### config.mk
export PLATFORM = sky130hd
export DESIGN_NAME = score_keeper_flat
export DESIGN_NICKNAME = d
export VERILOG_FILES = /design/src/rtl/pong_pkg.sv /design/src/rtl/score_keeper_if.sv /design/src/rtl/pause_timer.sv /design/src/rtl/score_keeper.sv /design/src/flat_wrapper.sv
export SDC_FILE = /design/constraint.sdc
export NUM_CORES = 1
export LEC_CHECK = 0
export BUFFER_PORTS_ARGS = -buffer_cell sky130_fd_sc_hd__buf_2
export CORE_UTILIZATION = 45
export CTS_CLUSTER_DIAMETER = 30
export DETAILED_ROUTE_END_ITERATION = 6
export PLACE_DENSITY = 0.65
export SETUP_SLACK_MARGIN = 0.1
export SYNTH_ARGS = -nofsm -noshare
export SYNTH_HDL_FRONTEND = slang
export SYNTH_SLANG_ARGS = --single-unit
### constraint.sdc
create_clock -name clk -period 2.33 [get_ports clk]
set_input_delay 0.1165 -clock clk [delete_from_list [all_inputs] [get_ports clk]]
set_output_delay 0.1165 -clock clk [all_outputs]
set_load 0.02 [all_outputs]
### src/rtl/pong_pkg.sv
// pong_pkg: state encoding, default build constants and winner encoding shared across the pong design
package pong_pkg;
  localparam logic [1:0] ST_PLAY = 2'd0;
  localparam logic [1:0] ST_PAUSE = 2'd1;
  localparam logic [1:0] ST_OVER = 2'd2;
  localparam int DEF_WIN_SCORE = 7;
  localparam int DEF_PAUSE_CYCLES = 25_000_000;
  localparam logic WINNER_P1 = 1'b0;
  localparam logic WINNER_P2 = 1'b1;
endpackage

### src/rtl/score_keeper_if.sv
// score_keeper_if: miss events in, scores and game status out
interface score_keeper_if #(parameter int SCORE_W = 4);
  logic miss_left;
  logic miss_right;
  logic [SCORE_W-1:0] score_p1;
  logic [SCORE_W-1:0] score_p2;
  logic point_p1;
  logic point_p2;
  logic serve_en;
  logic game_end;
  logic winner;
  modport master (
    output miss_left, miss_right,
    input score_p1, score_p2, point_p1, point_p2, serve_en, game_end, winner
  );
  modport slave (
    input miss_left, miss_right,
    output score_p1, score_p2, point_p1, point_p2, serve_en, game_end, winner
  );
endinterface

### src/rtl/pause_timer.sv
// pause_timer: loadable down-counter that idles at zero and flags done there
module pause_timer #(
  parameter int PAUSE_W = 25
) (
  input  logic               clk,
  input  logic               rst_n,
  input  logic               load,
  input  logic [PAUSE_W-1:0] load_val,
  output logic               done
);
  logic [PAUSE_W-1:0] cnt_q, cnt_d;
  always_comb cnt_d = load ? load_val : (cnt_q != '0 ? cnt_q - 1'b1 : cnt_q);
  always_ff @(posedge clk) begin
    if (!rst_n) cnt_q <= '0;
    else cnt_q <= cnt_d;
  end
  assign done = cnt_q == '0;
endmodule

### src/rtl/score_keeper.sv
// score_keeper: scores ball misses, sequences serve pauses and declares the winner
module score_keeper
  import pong_pkg::*;
#(
  parameter int WIN_SCORE = DEF_WIN_SCORE,
  parameter int SCORE_W = 4,
  parameter int PAUSE_CYCLES = DEF_PAUSE_CYCLES,
  parameter int PAUSE_W = 25
) (
  input logic clk,
  input logic rst_n,
  score_keeper_if.slave bus
);
  logic [1:0] state_q, state_d;
  logic [SCORE_W-1:0] s1_q, s1_d, s2_q, s2_d;
  logic p1_q, p1_d, p2_q, p2_d;
  logic winner_q, winner_d;
  logic serve_en_q, serve_en_d;
  logic game_end_q, game_end_d;
  logic in_play, miss_any, hit_p1, hit_p2, win1, win2, done;
  assign in_play = state_q == ST_PLAY;
  assign miss_any = bus.miss_left | bus.miss_right;
  assign hit_p1 = in_play & bus.miss_right & ~bus.miss_left;
  assign hit_p2 = in_play & bus.miss_left & ~bus.miss_right;
  pause_timer #(.PAUSE_W(PAUSE_W)) u_timer (
    .clk(clk),
    .rst_n(rst_n),
    .load(in_play & miss_any),
    .load_val(PAUSE_W'(PAUSE_CYCLES - 1)),
    .done(done)
  );
  always_comb begin
    s1_d = hit_p1 ? s1_q + 1'b1 : s1_q;
    s2_d = hit_p2 ? s2_q + 1'b1 : s2_q;
    p1_d = hit_p1;
    p2_d = hit_p2;
    win1 = hit_p1 && s1_d == SCORE_W'(WIN_SCORE);
    win2 = hit_p2 && s2_d == SCORE_W'(WIN_SCORE);
    state_d = (win1 || win2) ? ST_OVER :
              (in_play && miss_any) ? ST_PAUSE :
              (state_q == ST_PAUSE && done) ? ST_PLAY : state_q;
    winner_d = win1 ? WINNER_P1 : win2 ? WINNER_P2 : winner_q;
    serve_en_d = state_d == ST_PLAY;
    game_end_d = state_d == ST_OVER;
  end
  always_ff @(posedge clk) begin
    if (!rst_n) begin
      state_q <= ST_PLAY;
      s1_q <= '0;
      s2_q <= '0;
      p1_q <= 1'b0;
      p2_q <= 1'b0;
      winner_q <= WINNER_P1;
      serve_en_q <= 1'b1;
      game_end_q <= 1'b0;
    end else begin
      state_q <= state_d;
      s1_q <= s1_d;
      s2_q <= s2_d;
      p1_q <= p1_d;
      p2_q <= p2_d;
      winner_q <= winner_d;
      serve_en_q <= serve_en_d;
      game_end_q <= game_end_d;
    end
  end
  assign bus.score_p1 = s1_q;
  assign bus.score_p2 = s2_q;
  assign bus.point_p1 = p1_q;
  assign bus.point_p2 = p2_q;
  assign bus.winner = winner_q;
  assign bus.serve_en = serve_en_q;
  assign bus.game_end = game_end_q;
endmodule

### src/flat_wrapper.sv
// flat-port wrapper written by rule: the top's interface ports become plain ports
module score_keeper_flat import pong_pkg::*;
#(
  parameter int WIN_SCORE = DEF_WIN_SCORE,
  parameter int SCORE_W = 4,
  parameter int PAUSE_CYCLES = DEF_PAUSE_CYCLES,
  parameter int PAUSE_W = 25
)
  (clk, rst_n, bus_miss_left, bus_miss_right, bus_score_p1, bus_score_p2, bus_point_p1, bus_point_p2, bus_serve_en, bus_game_end, bus_winner);
  score_keeper_if #(.SCORE_W(SCORE_W)) bus_i ();
  input logic clk;
  input logic rst_n;
  input wire logic [$bits(bus_i.miss_left)-1:0] bus_miss_left;
  input wire logic [$bits(bus_i.miss_right)-1:0] bus_miss_right;
  output wire logic [$bits(bus_i.score_p1)-1:0] bus_score_p1;
  output wire logic [$bits(bus_i.score_p2)-1:0] bus_score_p2;
  output wire logic [$bits(bus_i.point_p1)-1:0] bus_point_p1;
  output wire logic [$bits(bus_i.point_p2)-1:0] bus_point_p2;
  output wire logic [$bits(bus_i.serve_en)-1:0] bus_serve_en;
  output wire logic [$bits(bus_i.game_end)-1:0] bus_game_end;
  output wire logic [$bits(bus_i.winner)-1:0] bus_winner;
  assign bus_i.miss_left = bus_miss_left;
  assign bus_i.miss_right = bus_miss_right;
  assign bus_score_p1 = bus_i.score_p1;
  assign bus_score_p2 = bus_i.score_p2;
  assign bus_point_p1 = bus_i.point_p1;
  assign bus_point_p2 = bus_i.point_p2;
  assign bus_serve_en = bus_i.serve_en;
  assign bus_game_end = bus_i.game_end;
  assign bus_winner = bus_i.winner;
  score_keeper #(.WIN_SCORE(WIN_SCORE), .SCORE_W(SCORE_W), .PAUSE_CYCLES(PAUSE_CYCLES), .PAUSE_W(PAUSE_W)) u_core (.clk(clk), .rst_n(rst_n), .bus(bus_i));
endmodule
==> results_dict.tcl <==
set metrics [dict create \
    grt_max_degree 18 \
    overflow 0 \
    grt_pass1_wl_mm 7.41 \
    die_w_um 67.4 \
    maxCapViolCount 0 \
    gr-usage-met1_pct 30.1 \
    area_delta_synth_final_pct 20.1 \
    path_max_fanout 9 \
    rsz0062_at_grt "true" \
    cp_slowest_stage_delay_ns 0.64 \
    grt_use_total_pct 21.8 \
    numCtsBuffers 5 \
    vias 1733 \
    clk_latency_ns 0.29 \
    finalClockSkew_ns 0.00167 \
    cpMaxStageDelayCell "or4_1" \
    ant_nets 0 \
    n_antenna_cell 0 \
    status "complete, no violations" \
    drc 0 \
    crit_top_cell "or4_1" \
    yosys_most_used_dff "dfxtp_1" \
    period_needed_ns 2.12 \
    hold_viol 0 \
    min_period_over_period_pct 91.0 \
    root_buffer "clkbuf_8" \
    r2r_slack_ns 0.21 \
    start_util_pct 47.5 \
    viasPerCell 5.68 \
    hold_slack_ns 0.0941 \
    antenna_found_initial 0 \
    ys_seq_area_share_pct 41.6 \
    dp_hpwl_mm 3.00 \
    power_uw 1610 \
    syn_area_um2 1930 \
    cts_tree "built" \
    avgSynthCellArea_um2 8.79 \
    synth.ff_latch_count 40 \
    slew_headroom_pct 70.8 \
    required_ns 2.55 \
    drive_above_1_share_pct 20.4 \
    port_buffers 16 \
    synth_cell_types 45 \
    worst_hold_path_type "input port to register" \
    critPathLaunchType "register" \
    crit_chain "or4_1, or3_4, or4_1, a31oi_1" \
    cts_max_level 2 \
    tightest_slew_ns 0.434 \
    yosysWarnings 0 \
    fill_cells 349 \
    worstSetupPathType "register to register" \
    first_global_vias 1567 \
    end_kind "register" \
    cp.arrival_ns 2.34 \
    first_iter_violations 131 \
    fmax_ghz 0.472 \
    numClockSinks 40 \
    hold_buffers 0 \
    io_pins 17 \
    ir_drop_mv 0.416 \
    drt-pass1-iter-count 4 \
    use_met2_pct 32.6 \
    syn-num-nets 227 \
    fin_area_um2 2310 \
    setup_viol 0 \
    coreArea_um2 4060 \
    drv_slew 0 \
    path_clk_slew_ns 0.08 \
    async_flop_share_pct 0 \
    setup_tns_ns 0 \
    leakage_uw 0.000913 \
    power.density_nw_per_um2 695 \
    rows 23 \
    die_h_um 67.4 \
    finalNonFillerCells 305 \
    syn_inst 219 \
    drt_wl_total_mm 4.43 \
    placed_area_um2 2170 \
    clockBufferDepth 2 \
    post_drt_wl_per_cell_um 14.5 \
    use_met3_pct 5.41 \
    die_area_um2 4540 \
    synth_edf_count 0 \
    num-nets-final 262 \
    place_inst 296 \
    busiest_layer "met2" \
    gp_congestion 0.852 \
]
cells by family (layout without fill, tap and decap cells):
logic type,after synthesis,in the layout,share of synthesized area [%]
AND/OR/NAND/NOR,98,98,29.0
AO/OA/AOI/OAI,45,45,14.9
flip-flops,40,40,41.6
XOR/XNOR,16,16,7.28
buffers and inverters,12,48,2.47
adder cells (fa/ha/maj),4,4,2.60
multiplexers,4,4,2.14
critical path: cells and delay by family (launching register included):
| family | cells | cell delay (ns) |
|---|---|---|
| and+or+nand+nor | 3 | 1.53 |
| DFF | 1 | 0.36 |
| AOI/OAI and AO/OA | 1 | 0.16 |
power breakdown:
part,switching (µW),internal (µW),leakage (µW)
combinational,148,125,0.000529
clock,240,318,0.0000552
sequential,52.4,726,0.000329
total,440,1170,0.000913
area by class of cell:
type                    count  area (µm²)  area share [%]
clock buffers               6        72.6            3.14
flip-flops and latches     40         801            34.6
inverters                   5        18.8           0.811
well taps                  50        62.6            2.70
clock inverters             2        35.0            1.51
multi-input cells         167        1100            47.6
repair buffers             35         223            9.63
synthesized netlist by cell type (3+ instances only):
library cell  number  area, µm²
nand3_1            6       30.0
a21oi_1           17       85.1
nor3_1             7       35.0
inv_1              4       15.0
ha_1               4       50.1
or3_1              7       43.8
and3_1             3       18.8
xor2_1             7       61.3
o21ai_0            3       15.0
or4_1              9       67.6
a31oi_1            8       50.1
dfxtp_1           40        801
nor2_1            26       97.6
mux2i_1            3       30.0
o41ai_1            4       35.0
and2_1             4       25.0
xnor2_1            9       78.8
nor4_1             7       43.8
o31ai_1            4       30.0
nand4_1            5       31.3
nand2_1           10       37.5
clkbuf_1           4       15.0
flip-flops by register name, indices dropped and copies added (netlist names):
register              flops
u_core.bus.point_p1       1
u_core.bus.game_end       1
u_core.u_timer.cnt_q     25
u_core.bus.score_p2       4
u_core.state_q            2
u_core.bus.score_p1       4
u_core.bus.winner         1
u_core.bus.serve_en       1
u_core.bus.point_p2       1
final timing paths:
kind	start	cells past startpoint	end
worst max register to register	u_core.u_timer.cnt_q[2]	4	u_core.u_timer.cnt_q[21]
worst max-delay path	u_core.u_timer.cnt_q[2]	4	u_core.u_timer.cnt_q[21]
worst min register to register	u_core.bus.winner	2	u_core.bus.winner
worst min-delay path	rst_n	2	u_core.bus.serve_en
layout by cell type, fill, tap and decap left out, types with 4 or more instances in the layout:
cell type  instances
xor2_1             7
clkbuf_8           5
a31oi_1            8
nor3_1             5
buf_4             19
o31ai_1            4
nor2_1            26
nand2_1           10
a21oi_1           17
xnor2_1            9
nand3_1            6
dfxtp_1           40
or3_1              6
nor4_1             7
buf_2             16
ha_1               4
nand4_1            5
o41ai_1            4
or4_1              8
inv_1              4
and2_1             4
layer usage:
layer  up-vias  wire length (µm)
met5         -                 0
met4         0                89
met3        10               180
met2        37              1970
met1       803              2190
li1        883                 -
metrics by stage:
stage / setup slack [ns] / util (%)
6_report: 0.210 / 57.0
5_1_grt: 0.0772 / 57.0
4_1_cts: 0.126 / 56.2
3_5_place_dp: 0.153 / 53.6
3_3_place_gp: 0.177 / 53.6
2_1_floorplan: 0.248 / -
timing repair:
item / in CTS / in global routing
setup endpoints to repair: 0 / 10
gates resized for setup: 0 / 5
setup buffers: 0 / 1
No activity file was read; power rests on OpenSTA's default activity.
